## src/rtl/mac_vec_if.sv

```systemverilog
// AXI-Stream read-side channel feeding the vector MAC engine.
interface mac_vec_if #(
  parameter int unsigned DATA_WIDTH = 64
) ();
  logic                  tvalid;
  logic [DATA_WIDTH-1:0] tdata;
  logic                  tready;

  modport master (output tvalid, output tdata, input tready);
  modport slave  (input tvalid, input tdata, output tready);
endinterface

```

## src/rtl/mac_vec.sv

```systemverilog
// Vector multiply-accumulate over a programmed number of stream beats:
// per-lane terms -> registered adder tree -> saturating/wrapping accumulator.
module mac_vec #(
  parameter int unsigned DATA_WIDTH = 64,
  parameter int unsigned ELEM_W     = 16,
  parameter int unsigned ACC_W      = 32,
  parameter int unsigned CNT_W      = 32
) (
  input  logic             clk,
  input  logic             rstn,
  mac_vec_if.slave         s_axis,
  input  logic             start,
  input  logic [CNT_W-1:0] nbeats,
  input  logic [1:0]       mode,
  input  logic             sat_en,
  output logic             busy,
  output logic             done,
  output logic [ACC_W-1:0] acc_out,
  output logic             overflow,
  output logic [CNT_W-1:0] beat_cnt
);

  localparam int unsigned LANES  = DATA_WIDTH / ELEM_W;
  localparam int unsigned PROD_W = 2 * ELEM_W;
  localparam int unsigned TREE_W = PROD_W + $clog2(LANES);
  // Wide enough for acc + tree sum to be exact, so clamp direction is always right.
  localparam int unsigned SUM_W  = ((TREE_W > ACC_W) ? TREE_W : ACC_W) + 1;

  localparam logic [1:0] S_IDLE  = 2'd0;
  localparam logic [1:0] S_RUN   = 2'd1;
  localparam logic [1:0] S_DRAIN = 2'd2;
  localparam logic [1:0] S_DONE  = 2'd3;

  logic [1:0]       state, state_next;
  logic [CNT_W-1:0] nbeats_q;
  logic [1:0]       mode_q;
  logic             sat_q;
  logic             tready_q;
  logic             v1, v2;
  logic             start_ok_c, accept_c, last_c;

  logic signed [ELEM_W-1:0] elem_c  [LANES];
  logic signed [PROD_W-1:0] terms_c [LANES];
  logic signed [PROD_W-1:0] terms_q [LANES];
  logic signed [TREE_W-1:0] tree_c, tree_q;
  logic signed [SUM_W-1:0]  sum_c;
  logic [SUM_W-ACC_W:0]     hi_c;
  logic                     ovf_c;
  logic [ACC_W-1:0]         acc_next_c;

  assign s_axis.tready = tready_q;

  always_ff @(posedge clk or negedge rstn) begin
    if (!rstn) state <= S_IDLE;
    else       state <= state_next;
  end

  // Next-state and control strobes.
  always_comb begin
    state_next = state;
    start_ok_c = 1'b0;
    accept_c   = (state == S_RUN) && s_axis.tvalid && tready_q;
    last_c     = (beat_cnt == nbeats_q - CNT_W'(1));
    case (state)
      S_IDLE: begin
        if (start) begin
          start_ok_c = 1'b1;
          state_next = (nbeats == '0) ? S_DONE : S_RUN;
        end
      end
      S_RUN:   if (accept_c && last_c) state_next = S_DRAIN;
      // Stage 2 is absorbed on the same edge that leaves DRAIN.
      S_DRAIN: if (!v1) state_next = S_DONE;
      S_DONE:  state_next = S_IDLE;
      default: state_next = S_IDLE;
    endcase
  end

  // Stage 1 term generation.
  always_comb begin
    for (int unsigned i = 0; i < LANES; i++) begin
      elem_c[i]  = $signed(s_axis.tdata[i*ELEM_W +: ELEM_W]);
      terms_c[i] = '0;
    end
    case (mode_q)
      2'd1: for (int unsigned k = 0; k < LANES/2; k++)
              terms_c[k] = PROD_W'(elem_c[2*k]) * PROD_W'(elem_c[2*k+1]);
      2'd2: for (int unsigned i = 0; i < LANES; i++)
              terms_c[i] = PROD_W'(elem_c[i]) * PROD_W'(elem_c[i]);
      default: for (int unsigned i = 0; i < LANES; i++)
              terms_c[i] = PROD_W'(elem_c[i]);
    endcase
  end

  always_comb begin
    tree_c = '0;
    for (int unsigned i = 0; i < LANES; i++)
      tree_c = tree_c + TREE_W'(terms_q[i]);
  end

  // Stage 3 add with overflow detection and optional clamp.
  always_comb begin
    sum_c = SUM_W'($signed(acc_out)) + SUM_W'(tree_q);
    hi_c  = sum_c[SUM_W-1:ACC_W-1];
    ovf_c = !((&hi_c) || !(|hi_c));
    if (ovf_c && sat_q)
      acc_next_c = sum_c[SUM_W-1] ? {1'b1, {(ACC_W-1){1'b0}}} : {1'b0, {(ACC_W-1){1'b1}}};
    else
      acc_next_c = sum_c[ACC_W-1:0];
  end

  always_ff @(posedge clk or negedge rstn) begin
    if (!rstn) begin
      busy     <= 1'b0;
      done     <= 1'b0;
      tready_q <= 1'b0;
      acc_out  <= '0;
      overflow <= 1'b0;
      beat_cnt <= '0;
      nbeats_q <= '0;
      mode_q   <= '0;
      sat_q    <= 1'b0;
      v1       <= 1'b0;
      v2       <= 1'b0;
      tree_q   <= '0;
      for (int unsigned i = 0; i < LANES; i++) terms_q[i] <= '0;
    end else begin
      busy <= (state_next == S_RUN) || (state_next == S_DRAIN);
      done <= (state_next == S_DONE);
      if (start_ok_c) begin
        nbeats_q <= nbeats;
        mode_q   <= mode;
        sat_q    <= sat_en;
        tready_q <= (nbeats != '0);
        acc_out  <= '0;
        overflow <= 1'b0;
        beat_cnt <= '0;
        v1       <= 1'b0;
        v2       <= 1'b0;
      end else begin
        if (accept_c) begin
          beat_cnt <= beat_cnt + CNT_W'(1);
          tready_q <= !last_c;
        end
        v1 <= accept_c;
        v2 <= v1;
        if (accept_c) terms_q <= terms_c;
        if (v1) tree_q <= tree_c;
        if (v2) begin
          acc_out <= acc_next_c;
          if (ovf_c) overflow <= 1'b1;
        end
      end
    end
  end

endmodule

```

## src/flat_wrapper.sv

```systemverilog
// flat-port wrapper written by rule: the top's interface ports become plain ports
module mac_vec_flat 
#(
  parameter int unsigned DATA_WIDTH = 64,
  parameter int unsigned ELEM_W     = 16,
  parameter int unsigned ACC_W      = 32,
  parameter int unsigned CNT_W      = 32
)
  (clk, rstn, start, nbeats, mode, sat_en, busy, done, acc_out, overflow, beat_cnt, s_axis_tvalid, s_axis_tdata, s_axis_tready);
  mac_vec_if #(.DATA_WIDTH(DATA_WIDTH)) s_axis_i ();
  input  logic clk;
  input  logic rstn;
  input  logic start;
  input  logic [CNT_W-1:0] nbeats;
  input  logic [1:0] mode;
  input  logic sat_en;
  output logic busy;
  output logic done;
  output logic [ACC_W-1:0] acc_out;
  output logic overflow;
  output logic [CNT_W-1:0] beat_cnt;
  input wire logic [$bits(s_axis_i.tvalid)-1:0] s_axis_tvalid;
  input wire logic [$bits(s_axis_i.tdata)-1:0] s_axis_tdata;
  output wire logic [$bits(s_axis_i.tready)-1:0] s_axis_tready;
  assign s_axis_i.tvalid = s_axis_tvalid;
  assign s_axis_i.tdata = s_axis_tdata;
  assign s_axis_tready = s_axis_i.tready;
  mac_vec #(.DATA_WIDTH(DATA_WIDTH), .ELEM_W(ELEM_W), .ACC_W(ACC_W), .CNT_W(CNT_W)) u_core (.clk(clk), .rstn(rstn), .s_axis(s_axis_i), .start(start), .nbeats(nbeats), .mode(mode), .sat_en(sat_en), .busy(busy), .done(done), .acc_out(acc_out), .overflow(overflow), .beat_cnt(beat_cnt));
endmodule
```

## config.mk

```make
export PLATFORM = sky130hd
export DESIGN_NAME = mac_vec_flat
export DESIGN_NICKNAME = d
export VERILOG_FILES = /design/src/rtl/mac_vec_if.sv /design/src/rtl/mac_vec.sv /design/src/flat_wrapper.sv
export SDC_FILE = /design/constraint.sdc
export NUM_CORES = 2
export LEC_CHECK = 0
export ABC_AREA = 1
export BUFFER_PORTS_ARGS = -buffer_cell sky130_fd_sc_hd__buf_2
export CAP_MARGIN = 20
export CORE_MARGIN = 5
export CORE_UTILIZATION = 45
export DETAILED_ROUTE_END_ITERATION = 7
export HOLD_SLACK_MARGIN = 0.12
export SYNTH_ARGS = -nofsm -noshare
export SYNTH_HDL_FRONTEND = slang
export SYNTH_SLANG_ARGS = --single-unit
export TNS_END_PERCENT = 1
```

## constraint.sdc

```tcl
create_clock -name clk -period 4.5 [get_ports clk]
set_input_delay 0.675 -clock clk [delete_from_list [all_inputs] [get_ports clk]]
set_output_delay 0.675 -clock clk [all_outputs]
set_load 0.03 [all_outputs]
```

; ---- Word-level counts from Yosys, hierarchy flattened
; Cells that the tools add are included.
[word_totals]
ff_bits = 269
latch_bits = 0
ramBits = 0
rom_bits = 0
inputBits = 103
output_inout_bits = 68
word_cells = 81
n_memories = 0
[classes]
addsub = 6
n_mul = 6
div = 0
magnitude_cmp = 0
eq_ne = 10
n_shift = 0
muxes = 22
n_bitwise = 1
n_reduce_logical = 19
[ops]
columns = cell, n
row1 = $pmux 64 s2, 2
row2 = $mul 16x16->32, 6
row3 = $mux 32, 6
row4 = $add 32x34->35, 1
row5 = $add 33x32->34, 1
row6 = $add 34x32->34, 1
row7 = $add 32x32->33, 1
row8 = $add 32x1->32 const B, 1
row9 = $eq 32x32->1, 1
row10 = $logic_not 32->1, 1
row11 = $reduce_bool 32->1, 1
row12 = $sub 32x1->32 const B, 1
row13 = $eq 2x2->1 const B, 5
row14 = $mux 1, 9
row15 = $mux 2, 4
row16 = $pmux 2 s4, 1
row17 = $eq 2x1->1 const B, 3
row18 = $reduce_and 2->1, 3
row19 = $logic_and 1x1->1, 4
row20 = $reduce_and 4->1, 1
row21 = $reduce_bool 2->1, 2
row22 = $reduce_or 4->1, 1
row23 = $logic_not 1->1, 3
row24 = $logic_not 2->1, 1
row25 = other kinds (3), 4

; ---- Logic depth before layout (Yosys ltp)
[logic_depth]
depth_word = 9
ltp_mapped = 30
ltp_nobuf = 28

; ---- Worst setup path after synthesis
; OpenSTA, ideal clock, no wires.
[synth_timing]
path_kind = input -> register
from = in s_axis_tdata[15]
to = reg u_core.terms_q[127] (netlist name)
setup_ns = 0.113
arrival_time_ns = 6.270
required_ns = 4.387
slack_ns = -1.883
cell_stages = 25
n_path_buf = 2
cell_sequence = clkbuf_1 buf_1 nand2_1 inv_1 fa_1 fa_1 fa_1 fa_1 fa_1 inv_1 fa_1 inv_1 ha_1 nand2_1 nor2_1 inv_1 nor2_1 nand3_1 nand3_1 a21oi_1 or2_2 nand3_1 nand3_1 nand2_1 inv_1
[synth_between]
elab_chain_len = 2
word_cells_on_any_way = 3
cone_classes = mul (2) / mux (1)
[synth_lines]
columns = item, line
row1 = start: declaration, flat_wrapper.sv:23  ; input wire logic [$bits(s_axis_i.tdata)-1:0] s_axis_tdata;
row2 = $mul 16x16->32 (on tied branches), "mac_vec.sv:89, mac_vec.sv:87"
row3 = $pmux 64 s2 (*), mac_vec.sv:85  ; case (mode_q)
row4 = end signal: assignment, mac_vec.sv:147  ; if (accept_c) terms_q <= terms_c;
row5 = end: declaration, mac_vec.sv:44  ; logic signed [PROD_W-1:0] terms_q [LANES];
; Every way passes the cells marked *; elsewhere a longest branch is shown, timed or not.
; A chain may end at the register's enable or synchronous reset.

; ---- Worst setup path in the final report
[layout_timing]
from = in s_axis_tdata[15]
to = reg u_core.terms_q[121] (netlist name)
; The elaborated chain is that of the path after synthesis.

==> reports/results.ini <==
[outcome]
outcome = finished with violations
failed_checks = negative setup slack

[critical_path]
slowest_stage = fa_2
worst_ep_required_time_ns = 5.02
critical_path_arrival_ns = 6.12
startpoint_type = primary input
reg2reg_depth = 16
worstPathMaxFanout = 6
reg2reg_to = u_core.tree_q[31]
critPathMaxStageDelay_ns = 0.63
endpoint_kind = flop
cp_common_cell = fa_1
rrSetupSlack_ns = 0.71
critPathKind = primary input to flop
r2r-start = u_core.terms_q[1]

[logic_synthesis]
syn_nets = 11900
ys_seq_area_frac = 0.0885
syn-instance-count = 9703
synthDistinctLibCells = 61
ys.warnings.count = 0
syn_area_um2 = 76100
synth_edf_count = 0
ys_ff_latch = 269
synth-async-reset-ratio = 1.00
synth.avg_cell_area_um2 = 7.84
synth-main-ff-cell = dfrtp_1

[placed_design]
place_ws_ns = -2.21
hpwlAfterDp_um = 198000
globalplace.congestion = 0.961
port-buffer-count = 170
dp.cells = 13100

[cells_and_area]
nets = 13300
area_growth_pct = 27.1
ff_latch_area_um2 = 6730
multi_input_area_um2 = 61900
fin_cells = 13300
fill_cells = 15300
drive_above_1_share = 0.231
n_antenna_cell = 0

[grt]
grt_pass1_wl_um = 376000
grt_use_met2 = 0.446
antenna_found_initial = 1
met3_usage = 0.0278
overflow = 0
grt_max_degree = 98
busiest_layer = met2
grt_usage = 0.263
grt_pass1_vias = 70000
grt_util_met1 = 0.366

[route]
wl_um = 239000
first_pass_iters = 6
ant_nets = 0
drc = 0
num_vias = 66600
vias_per_cell = 5.02
wl_per_cell_um = 18.1
first_iter_violations = 4393

[sta]
finalSetupViolCount = 98
max_slew_margin = 0.368
min_period_ns = 5.60
rsz0062_at_grt = true
layout_setup_ws_ns = -1.10
slew_violations = 0
fmax_mhz = 179
final_hold_viol_count = 0
finClkSkew_ns = 0.0339
hold_ws_ns = 0.133
finalCritPeriodShare = 1.24
worstMarginPinSlew_ns = 0.946

[die]
ios = 171
initial_core_util = 0.454
coreArea_um2 = 168000
die_h_um = 421
die_w_um = 421
die_area_um2 = 177000
rows = 150

[clocking]
h-tree-depth = 2
cts_buffer_depth = 3
worst_skew_pair.late_latency_ns = 0.60
clock_sinks = 269
cts_root_buf = clkbuf_16
cts_tree = done
cts_made_buffers = 38
clkTransAtPathRegs_ns = 0.06
cts_hold_buffers = 0

[job]
timing.max_cap.violations = 0

[worst_hold_path]
hp-class = primary input to async pin

[placed cells by master, fill, tap and decap left out, drive strengths merged, types with 74 or more instances in the layout]
cell type and instances:
xor2 101, nand2 2059, xnor2 91, nand3 225
nor2 543, buf 1593, ha 592, dfrtp 269
fa 1537, a21oi 556, nor3 74, o21ai 337
inv 2655
[routing by layer]
metal | vias to the layer above | wire length (um)
met5 | - | 0
met1 | 33200 | 105000
met2 | 1831 | 114000
li1 | 31200 | -
met3 | 352 | 12800
met4 | 0 | 7690
[worst max-delay path: cells and delay by family]
kind / cells / cell delay [ns]
AOI/OAI and AO/OA: 1 / 0.14
adders and majority gates: 7 / 3.42
buffers and inverters: 9 / 0.92
and+or+nand+nor: 9 / 0.98
[Yosys cell counts (all sizes together) (6+ instances only)]
cell,instances,share of area
inv,2659,0.13
nand2,2059,0.10
fa,1537,0.40
ha,592,0.097
a21oi,556,0.037
nor2,543,0.027
o21ai,337,0.022
clkbuf,308,0.015
dfrtp,269,0.088
nand3,225,0.015
xor2,101,0.012
xnor2,91,0.010
nor3,74,0.0051
nand4,52,0.0044
or2,44,0.0036
o21bai,40,0.0039
buf,28,0.0021
a21o,27,0.0027
a31oi,24,0.0020
nor4,19,0.0018
o211ai,19,0.0019
nand3b,16,0.0016
a211oi,11,0.0011
o21a,9,0.00089
and3,8,0.00066
o31ai,7,0.00069
a22oi,6,0.00059
[what timing repair did]
action,CTS,global route
endpoints found under the hold margin,0,0
gates cloned,0,17
gates resized for setup,412,808
pin swaps,51,371
endpoints found under the setup margin,102,101
buffers inserted,8,114
[cell type report]
cell class,instances,area share
flip-flops and latches,269,0.0696
repair buffers,1612,0.145
well taps,2204,0.0285
clock buffers,54,0.0114
clock inverters,14,0.00154
inverters,2662,0.104
multi-input cells,6436,0.640
[state kept, by name, indices dropped and copies added (netlist names)]
signal / flops
u_core.done: 1
u_core.v2: 1
u_core.s_axis.tready: 1
u_core.state: 2
u_core.tree_q: 34
u_core.beat_cnt: 32
u_core.mode_q: 2
u_core.overflow: 1
u_core.nbeats_q: 32
u_core.v1: 1
u_core.terms_q: 128
u_core.sat_q: 1
u_core.busy: 1
u_core.acc_out: 32
[how the worst max path moves through the flow]
| stage | start | endpoint | slack (ns) | depth (start not counted) |
|---|---|---|---|---|
| after global routing | s_axis_tdata[2] | u_core.terms_q[119] | -1.27 | 25 |
| final | s_axis_tdata[15] | u_core.terms_q[121] | -1.10 | 26 |
| after floorplan | s_axis_tdata[3] | u_core.terms_q[127] | -1.25 | 25 |
| after global placement | s_axis_tdata[26] | u_core.terms_q[122] | -2.20 | 23 |
| after CTS | s_axis_tdata[31] | u_core.terms_q[122] | -1.15 | 24 |
| after detailed placement | s_axis_tdata[11] | u_core.terms_q[122] | -2.21 | 24 |
[cells by family after synthesis]
logic type	after synthesis	share of synthesized area
adder cells (fa/ha/maj)	2129	0.502
flip-flops	269	0.0885
XOR/XNOR	192	0.0221
AO/OA/AOI/OAI	1066	0.0760
buffers and inverters	2998	0.149
AND/OR/NAND/NOR	3048	0.163
multiplexers	1	0.000132
[through the flow]
stage | util | setup TNS, ns | cell area, um2
2_1_floorplan | - | -98.90 | 77300
3_3_place_gp | 0.535 | -177.55 | 89600
3_5_place_dp | 0.535 | -179.96 | 89600
4_1_cts | 0.552 | -84.12 | 92500
5_1_grt | 0.577 | -104.55 | 96700
6_report | 0.577 | -85.58 | 96700
Power is not shown: default switching activity piles up to over one toggle a cycle in this logic, so the estimate is an artifact.
